[src/rtl/uart_tx_fifo.sv]
`timescale 1ns/1ps
// Buffered 8N1 UART transmitter: a circular byte FIFO feeding a serializer
// with a divider that is latched once per frame.
//   state | meaning
//   IDLE  | line high, waiting for a byte in the FIFO
//   START | start bit (low) for one bit period
//   DATA  | eight data bits, LSB first
//   STOP  | stop bit (high); pops the next byte at its end if one is queued
module uart_tx_fifo #(
  parameter int DEPTH = 16,
  parameter int LW    = $clog2(DEPTH + 1)
) (
  input  logic          clk,
  input  logic          reset,
  input  logic [31:0]   cfg_divider,
  input  logic [7:0]    data,
  input  logic          valid,
  output logic          ready,
  output logic          ser_tx,
  output logic          busy,
  output logic [LW-1:0] level
);

  localparam int PW = $clog2(DEPTH);

  typedef enum logic [1:0] {IDLE, START, DATA, STOP} state_t;

  logic [7:0]    mem [DEPTH];
  logic [PW-1:0] rd_ptr;
  logic [PW-1:0] wr_ptr;
  state_t        state;
  logic [7:0]    shreg;
  logic [2:0]    bit_cnt;
  logic [31:0]   baud_cnt;
  logic [31:0]   div_q;
  logic [31:0]   div_next;
  logic          push;
  logic          pop;
  logic          bit_end;

  assign ready    = (level != LW'(DEPTH));
  assign busy     = (state != IDLE) || (level != '0);
  assign push     = valid && ready;
  assign bit_end  = (baud_cnt == div_q - 32'd1);
  assign pop      = (level != '0) && ((state == IDLE) || ((state == STOP) && bit_end));
  // Divider values below 2 would leave no room for the counter to run.
  assign div_next = (cfg_divider < 32'd2) ? 32'd2 : cfg_divider;

  always_ff @(posedge clk) begin
    if (push) mem[wr_ptr] <= data;
  end

  always_ff @(posedge clk or posedge reset) begin
    if (reset) begin
      rd_ptr <= '0;
      wr_ptr <= '0;
      level  <= '0;
    end else begin
      if (push) wr_ptr <= wr_ptr + 1'b1;
      if (pop)  rd_ptr <= rd_ptr + 1'b1;
      case ({push, pop})
        2'b10:   level <= level + 1'b1;
        2'b01:   level <= level - 1'b1;
        default: level <= level;
      endcase
    end
  end

  always_ff @(posedge clk or posedge reset) begin
    if (reset) begin
      state    <= IDLE;
      ser_tx   <= 1'b1;
      shreg    <= '0;
      bit_cnt  <= '0;
      baud_cnt <= '0;
      div_q    <= 32'd2;
    end else begin
      case (state)
        IDLE: begin
          if (pop) begin
            shreg    <= mem[rd_ptr];
            div_q    <= div_next;
            baud_cnt <= '0;
            ser_tx   <= 1'b0;
            state    <= START;
          end
        end
        START: begin
          if (bit_end) begin
            baud_cnt <= '0;
            ser_tx   <= shreg[0];
            shreg    <= shreg >> 1;
            bit_cnt  <= '0;
            state    <= DATA;
          end else begin
            baud_cnt <= baud_cnt + 32'd1;
          end
        end
        DATA: begin
          if (bit_end) begin
            baud_cnt <= '0;
            if (bit_cnt == 3'd7) begin
              ser_tx <= 1'b1;
              state  <= STOP;
            end else begin
              ser_tx  <= shreg[0];
              shreg   <= shreg >> 1;
              bit_cnt <= bit_cnt + 3'd1;
            end
          end else begin
            baud_cnt <= baud_cnt + 32'd1;
          end
        end
        STOP: begin
          if (bit_end) begin
            baud_cnt <= '0;
            if (pop) begin
              // Back-to-back frame: no idle cycle between stop and start.
              shreg  <= mem[rd_ptr];
              div_q  <= div_next;
              ser_tx <= 1'b0;
              state  <= START;
            end else begin
              state <= IDLE;
            end
          end else begin
            baud_cnt <= baud_cnt + 32'd1;
          end
        end
        default: state <= IDLE;
      endcase
    end
  end

endmodule

[config.mk]
export PLATFORM = sky130hd
export DESIGN_NAME = uart_tx_fifo
export DESIGN_NICKNAME = d
export VERILOG_FILES = /design/src/rtl/uart_tx_fifo.sv
export SDC_FILE = /design/constraint.sdc
export NUM_CORES = 1
export LEC_CHECK = 0
export ABC_AREA = 0
export CORE_MARGIN = 4
export CORE_UTILIZATION = 61
export CTS_CLUSTER_SIZE = 28
export DETAILED_ROUTE_END_ITERATION = 6
export PLACE_DENSITY = 0.82
export SLEW_MARGIN = 20
export SYNTH_ARGS = -nofsm -noshare
export SYNTH_HDL_FRONTEND = slang
export SYNTH_SLANG_ARGS = --single-unit
[constraint.sdc]
create_clock -name clk -period 6.3 [get_ports clk]
set_input_delay 1.26 -clock clk [delete_from_list [all_inputs] [get_ports clk]]
set_output_delay 1.26 -clock clk [all_outputs]
set_load 0.02 [all_outputs]
Yosys cells after proc, flatten, opt, wreduce, memory -nomap -nowiden
Memories as Yosys holds them, arrays and structs flattened.
Index checks and enable logic that the tools add are counted.

word-level totals
  bits of input ports = 43
  output and inout port bits = 8
  memories kept = 1
  RAM bits = 128
  register bits after elaboration = 91

cells by class
  add/sub/neg operators = 7
  magnitude comparators = 1
  muxes and demuxes = 33
  eq/ne operators = 14
  reductions and logical operators = 17

memory list
  name  words  bits a word  rd ports  clocked after Yosys merged registers in  write ports  line  RTL
  mem   16     8            1         0                                        1            28    logic [7:0] mem [DEPTH];

operator list
  kind                                                                    count
  32-bit 2-to-1 mux                                                       5
  32-bit one-hot mux with 2 select lines                                  2
  8-bit 2-to-1 mux                                                        5
  32-bit by 1-bit adder with 32-bit output (second input constant)        1
  32-bit equality test                                                    1
  32-bit by 2-bit < comparator with 1-bit output (second input constant)  1
  8-bit one-hot mux with 4 select lines                                   1
  32-bit by 1-bit subtractor with 32-bit output (second input constant)   1
  2-bit != test (second input constant)                                   6
  2-bit 2-to-1 mux                                                        5
  5-bit one-hot mux with 2 select lines                                   1
  3-bit 2-to-1 mux                                                        3
  4-bit by 1-bit adder with 4-bit output (second input constant)          2
  1-bit 2-to-1 mux                                                        8
  2-bit one-hot mux with 4 select lines                                   1
  4-bit AND reduction                                                     2
  2-bit nonzero test                                                      4
  2-bit equality test (second input constant)                             3
  3-bit one-hot mux with 2 select lines                                   1
  5-bit by 1-bit adder with 5-bit output (second input constant)          1
  5-bit != test (second input constant)                                   1
  5-bit AND reduction                                                     1
  5-bit nonzero test                                                      1
  5-bit by 1-bit subtractor with 5-bit output (second input constant)     1
  10 further kinds                                                        14

Depth between registers and ports, before layout
Gate-level depths: netlist (run 1).

  depth in word-level cells = 8
  mapped depth = 22

Least setup slack after synthesis (run 1)
OpenSTA, ideal clock, no wires.

  path kind = reg-to-reg
  start = register div_q[8]
  end = register level[4]
  slack = 1.595 ns
  arrival time = 4.572 ns
  data required time = 6.167 ns
  cell stages (with the launch flop) = 23
  clock period less this slack = 4.705 ns
  cell sequence = dfrtp_1 buf_2 or4_1 or4_1 buf_2 buf_2 o21ai_0 o2111ai_1 nor4_1 nand4_1 nor3_4 a31o_2 buf_2 ha_1 clkbuf_1 xor2_1 ha_1 o21ai_0 a21oi_1 a21oi_1 xor2_1 nor2_1 xor2_1

on the way
  longest elaborated chain between the ends = 7

RTL lines
  item                                                                                   line  RTL
  from (decl)                                                                            35    logic [31:0] div_q;
  from (signal assigned)                                                                 82    div_q <= div_next;
  from (signal assigned)                                                                 120   div_q <= div_next;
  32-bit by 1-bit subtractor with 32-bit output (*)                                      44    assign bit_end = (baud_cnt == div_q - 32'd1);
  32-bit equality test (*)                                                               44
  1-bit logical AND (*)                                                                  45    assign pop = (level != '0) && ((state == IDLE) || ((state == STOP) && bit_end));
  1-bit logical OR (*)                                                                   45
  1-bit logical AND (*)                                                                  45
  net pop                                                                                38    logic pop;
  2-bit by 1-bit equality test with 1-bit output or 2-bit equality test (tied branches)  61    case ({push, pop})
  5-bit one-hot mux with 2 select lines or 2-bit nonzero test (tied branches)            --
  to (signal assigned)                                                                   62    2'b10: level <= level + 1'b1;
  to (signal assigned)                                                                   63    2'b01: level <= level - 1'b1;
  to (signal assigned)                                                                   64    default: level <= level;
  to (decl)                                                                              21    output logic [LW-1:0] level

Mark *: on every way through the listed nets, which the timed path passes. The rest lies on a longest branch.
A chain may end at the register's enable or synchronous reset.

Worst setup path after layout (run 1)
  start = register div_q[8]
  end = register level[4]

on the way
  longest elaborated chain between the ends = 7

RTL lines
  item                                                                                   line
  32-bit by 1-bit subtractor with 32-bit output (*)                                      44
  32-bit equality test (*)                                                               44
  1-bit logical AND (*)                                                                  45
  1-bit logical OR (*)                                                                   45
  1-bit logical AND (*)                                                                  45
  2-bit by 1-bit equality test with 1-bit output or 2-bit equality test (tied branches)  61
  5-bit one-hot mux with 2 select lines or 2-bit nonzero test (tied branches)            --

Mark *: on every way between the ends. The rest lies on a longest branch, timed or not.

==> run_results.csv, run 1 <==
group,metric,value,unit
sta,worstMarginPinSlew,1.07,ns
global_route,grt_overflow,0,
pwr,p_leak,4.37,nW
run,drv_cap,0,
min_path,hp-class,"flop to flop",
synth,yosysTopAreaCellShare,36.2,%
global_route,grt_pass1_wl,41.0,mm
worst_setup_path,crit_path_max_incr_delay,0.77,ns
clocking,cts_root_buf,"clkbuf_16",
synth,synth_commonest_cells,"128 x edfxtp_1, 89 x dfrtp_1, 50 x xnor2_1",
worst_setup_path,r2r_start,"div_q[8]",
min_path,min_to,"baud_cnt[31]",
sta,setup_ws,0.569,ns
worst_setup_path,arrival,6.14,ns
synth,avgSynthCellArea,13.5,sq um
drt,first_pass_iters,6,
die,core,0.0168,sq mm
cells_and_area,final_nets,894,
global_route,grt_max_degree,66,
die,row_count,47,
synth,ys_seq_area_share,57.7,%
clocking,cts_tree,"built",
synth,syn_inst,785,
sta,setup_viol,0,
min_path,min-delay-start,"baud_cnt[31]",
pwr,ir_drop,0.256,mV
sta,relSlewSlack,28.1,%
drt,drtAntennaViolNets,0,
global_route,antenna_found_initial,0,
pwr,power_density,346,mW/mm^2
placement,dp_slack,0.761,ns
clocking,post_cts_buffers,0,
worst_setup_path,crit_buf_inv,0,
sta,hold_viol,0,
clocking,cts_resized,0,
synth,ys_top_cells_by_area,"edfxtp_1 36%, dfrtp_1 21%, mux4_2 8.5%",
synth,syn_nets,845,
clocking,numCtsBuffers,23,
pwr,power.total,4.18,mW
drt,wirelength,25.5,mm
drt,wl_per_cell,23.8,um
worst_setup_path,cp_top_family,"simple AND/OR/NAND/NOR gates",
synth,ys_warn_count,0,
placement,gp_congestion,0.957,
min_path,hold_depth,1,
die,die_x,140,um
cells_and_area,diodes,0,
synth,synth.most_common_cell,"edfxtp_1",
worst_setup_path,r2r_slack,0.57,ns
sta,fin_skew,0.0107,ns
placement,dp_hpwl,16.8,mm
synth,ys_ff_latch,219,
cells_and_area,stdcell_area,0.0121,sq mm
placement,port_buffers,50,
worst_setup_path,r2r-end,"level[4]",
global_route,grt_pass1_vias,7207,
drt,vias,7115,
sta,fin_crit_sh,91.0,%
worst_setup_path,required,6.70,ns
worst_setup_path,slowest_stage,"or4_1",
worst_setup_path,path_max_fanout,19,
synth,synthDistinctLibCells,64,
clocking,path_clk_slew,0.06,ns
placement,placed_area,0.0113,sq mm
sta,setup_tns,0,ns
sta,rsz0062_at_grt,"no",
clocking,cts_max_level,1,
synth,ys_async_sr_fraction,41.6,%
drt,vias_per_cell,6.64,
cells_and_area,syn_to_final_growth,13.6,%
drt,drt_iter0_drc,860,
worst_setup_path,startpoint_type,"flop",
clocking,clock-sinks,219,
worst_setup_path,cp_cell_sequence,"or4_1, or4_1, or4_1, o21ai_0, o221ai_1, nor3_4, a31o_2, ha_1, xor2_1, ha_1, o21ai_0, a21oi_1, a21oi_1, xor2_1, nor2_1, xor2_1",
die,die_h,140,um
worst_setup_path,path_class,"flop to flop",
sta,maxSlewViolCount,0,
drt,remaining_drc_errors,0,
sta,max_freq,174,MHz
worst_setup_path,reg2reg_depth,16,
synth,yosysTopAreaCell,"edfxtp_1",
sta,whs,0.501,ns
die,initial_core_util,63.1,%
sta,layout_min_cycle_time,5.73,ns
clocking,cts.path.max_buffers,3,
global_route,grt_use_total,26.6,%
synth,synth-main-ff-cell,"edfxtp_1",
clocking,clk_latency,0.52,ns
synth,syn-cell-area,0.0106,sq mm
die,pin_count,51,
status,status,"complete, no violations",
clocking,cts_hold_buf,0,
synth,synth-edff-count,128,
die,dieArea,0.0196,sq mm
worst_setup_path,end_kind,"flop",
cells_and_area,drive_gt1_share,14.0,%
==> flip-flops by register name (all words and copies together), names as in the netlist <==
name      cells
mem         128
baud_cnt     32
bit_cnt       3
wr_ptr        4
shreg         8
rd_ptr        4
level         5
div_q        32
state         2
ser_tx        1
==> power by group <==
part | total [mW] | internal [mW] | switching, mW
Sequential | 2.02 | 1.76 | 0.258
Combinational | 0.813 | 0.380 | 0.433
Clock | 1.35 | 0.786 | 0.562
Total | 4.18 | 2.93 | 1.25
==> worst reg2reg max path: cells and delay by family, from the launching register on <==
family	cells	cell delay, ns
AND/OR/NAND/NOR	5	2.69
AO/OA/AOI/OAI	6	1.38
adder cells (fa/ha/maj)	2	0.64
flip-flops	1	0.47
XOR/XNOR	3	0.44
==> kinds of logic after synthesis <==
group	after synthesis	share of synthesized area [%]
AOI/OAI and AO/OA	102	6.57
adders and majority gates	17	2.00
muxes	92	14.0
DFF	219	57.7
xor gates and xnor gates	68	5.61
buffers and inverters	55	2.20
and+or+nand+nor	232	12.0
==> cell type report <==
type / count / area (sq um)
well taps: 220 / 275
multi-input cells: 511 / 4270
inverters: 18 / 68.8
clock buffers: 32 / 629
fillers: 1089 / 4750
flip-flops and latches: 219 / 6120
clock inverters: 10 / 115
repair buffers: 61 / 583
==> worst max path at each step <==
stage              from       end  slack [ns]  cells past startpoint
2_1_floorplan  div_q[8]  level[4]        1.60                     22
3_3_place_gp   div_q[8]  level[4]        1.04                     17
3_5_place_dp   div_q[8]  level[4]        0.76                     16
4_1_cts        div_q[8]  level[4]        0.71                     16
5_1_grt        div_q[4]  level[4]        0.19                     17
6_report       div_q[8]  level[4]        0.57                     16
==> metrics by stage <==
step / instances / utilization (%)
finish: 1071 / 71.7
global route: 1071 / 71.7
CTS: 1071 / 71.7
detailed placement: 1029 / 67.3
global placement: 1029 / 67.3
floorplan: 785 / -
==> metal layers <==
metal / wire, um / GRT usage [%]
met2: 12300 / 42.8
met5: 0 / 0
met1: 10500 / 39.3
met3: 1980 / 3.68
met4: 640 / 6.58
==> cell usage in the layout (no fill, tap or decap), drive strengths merged, types with 4 or more instances in the layout <==
cell           Yosys  final
buf               13     11
a22o              17     17
nor2              40     40
nor4              28     28
a21oi             24     24
xnor2             50     50
mux2i              4      4
nor3b              5      5
dfrtp             89     89
or3               14     14
nor3              27     27
mux2              48     48
edfxtp           128    128
clkdlybuf4s50      0     50
nand3             22     22
nand2b            11     11
nand4             12     12
or4                9      9
xor2              18     18
clkbuf            24     32
clkinv             1      9
inv               17     17
ha                17     17
mux4              40     40
a31oi             17     17
o21ai             18     18
nand2             38     38
o31ai              4      4
and3              11     11
Note: power is estimated with default switching activity, not from simulation.
==> inputs of run 2 (changes only) <==
CTS_CLUSTER_SIZE = unset   (was 28)
==> results of run 2 <==
Final layout, timing and power as in run 1 (identical DEF).
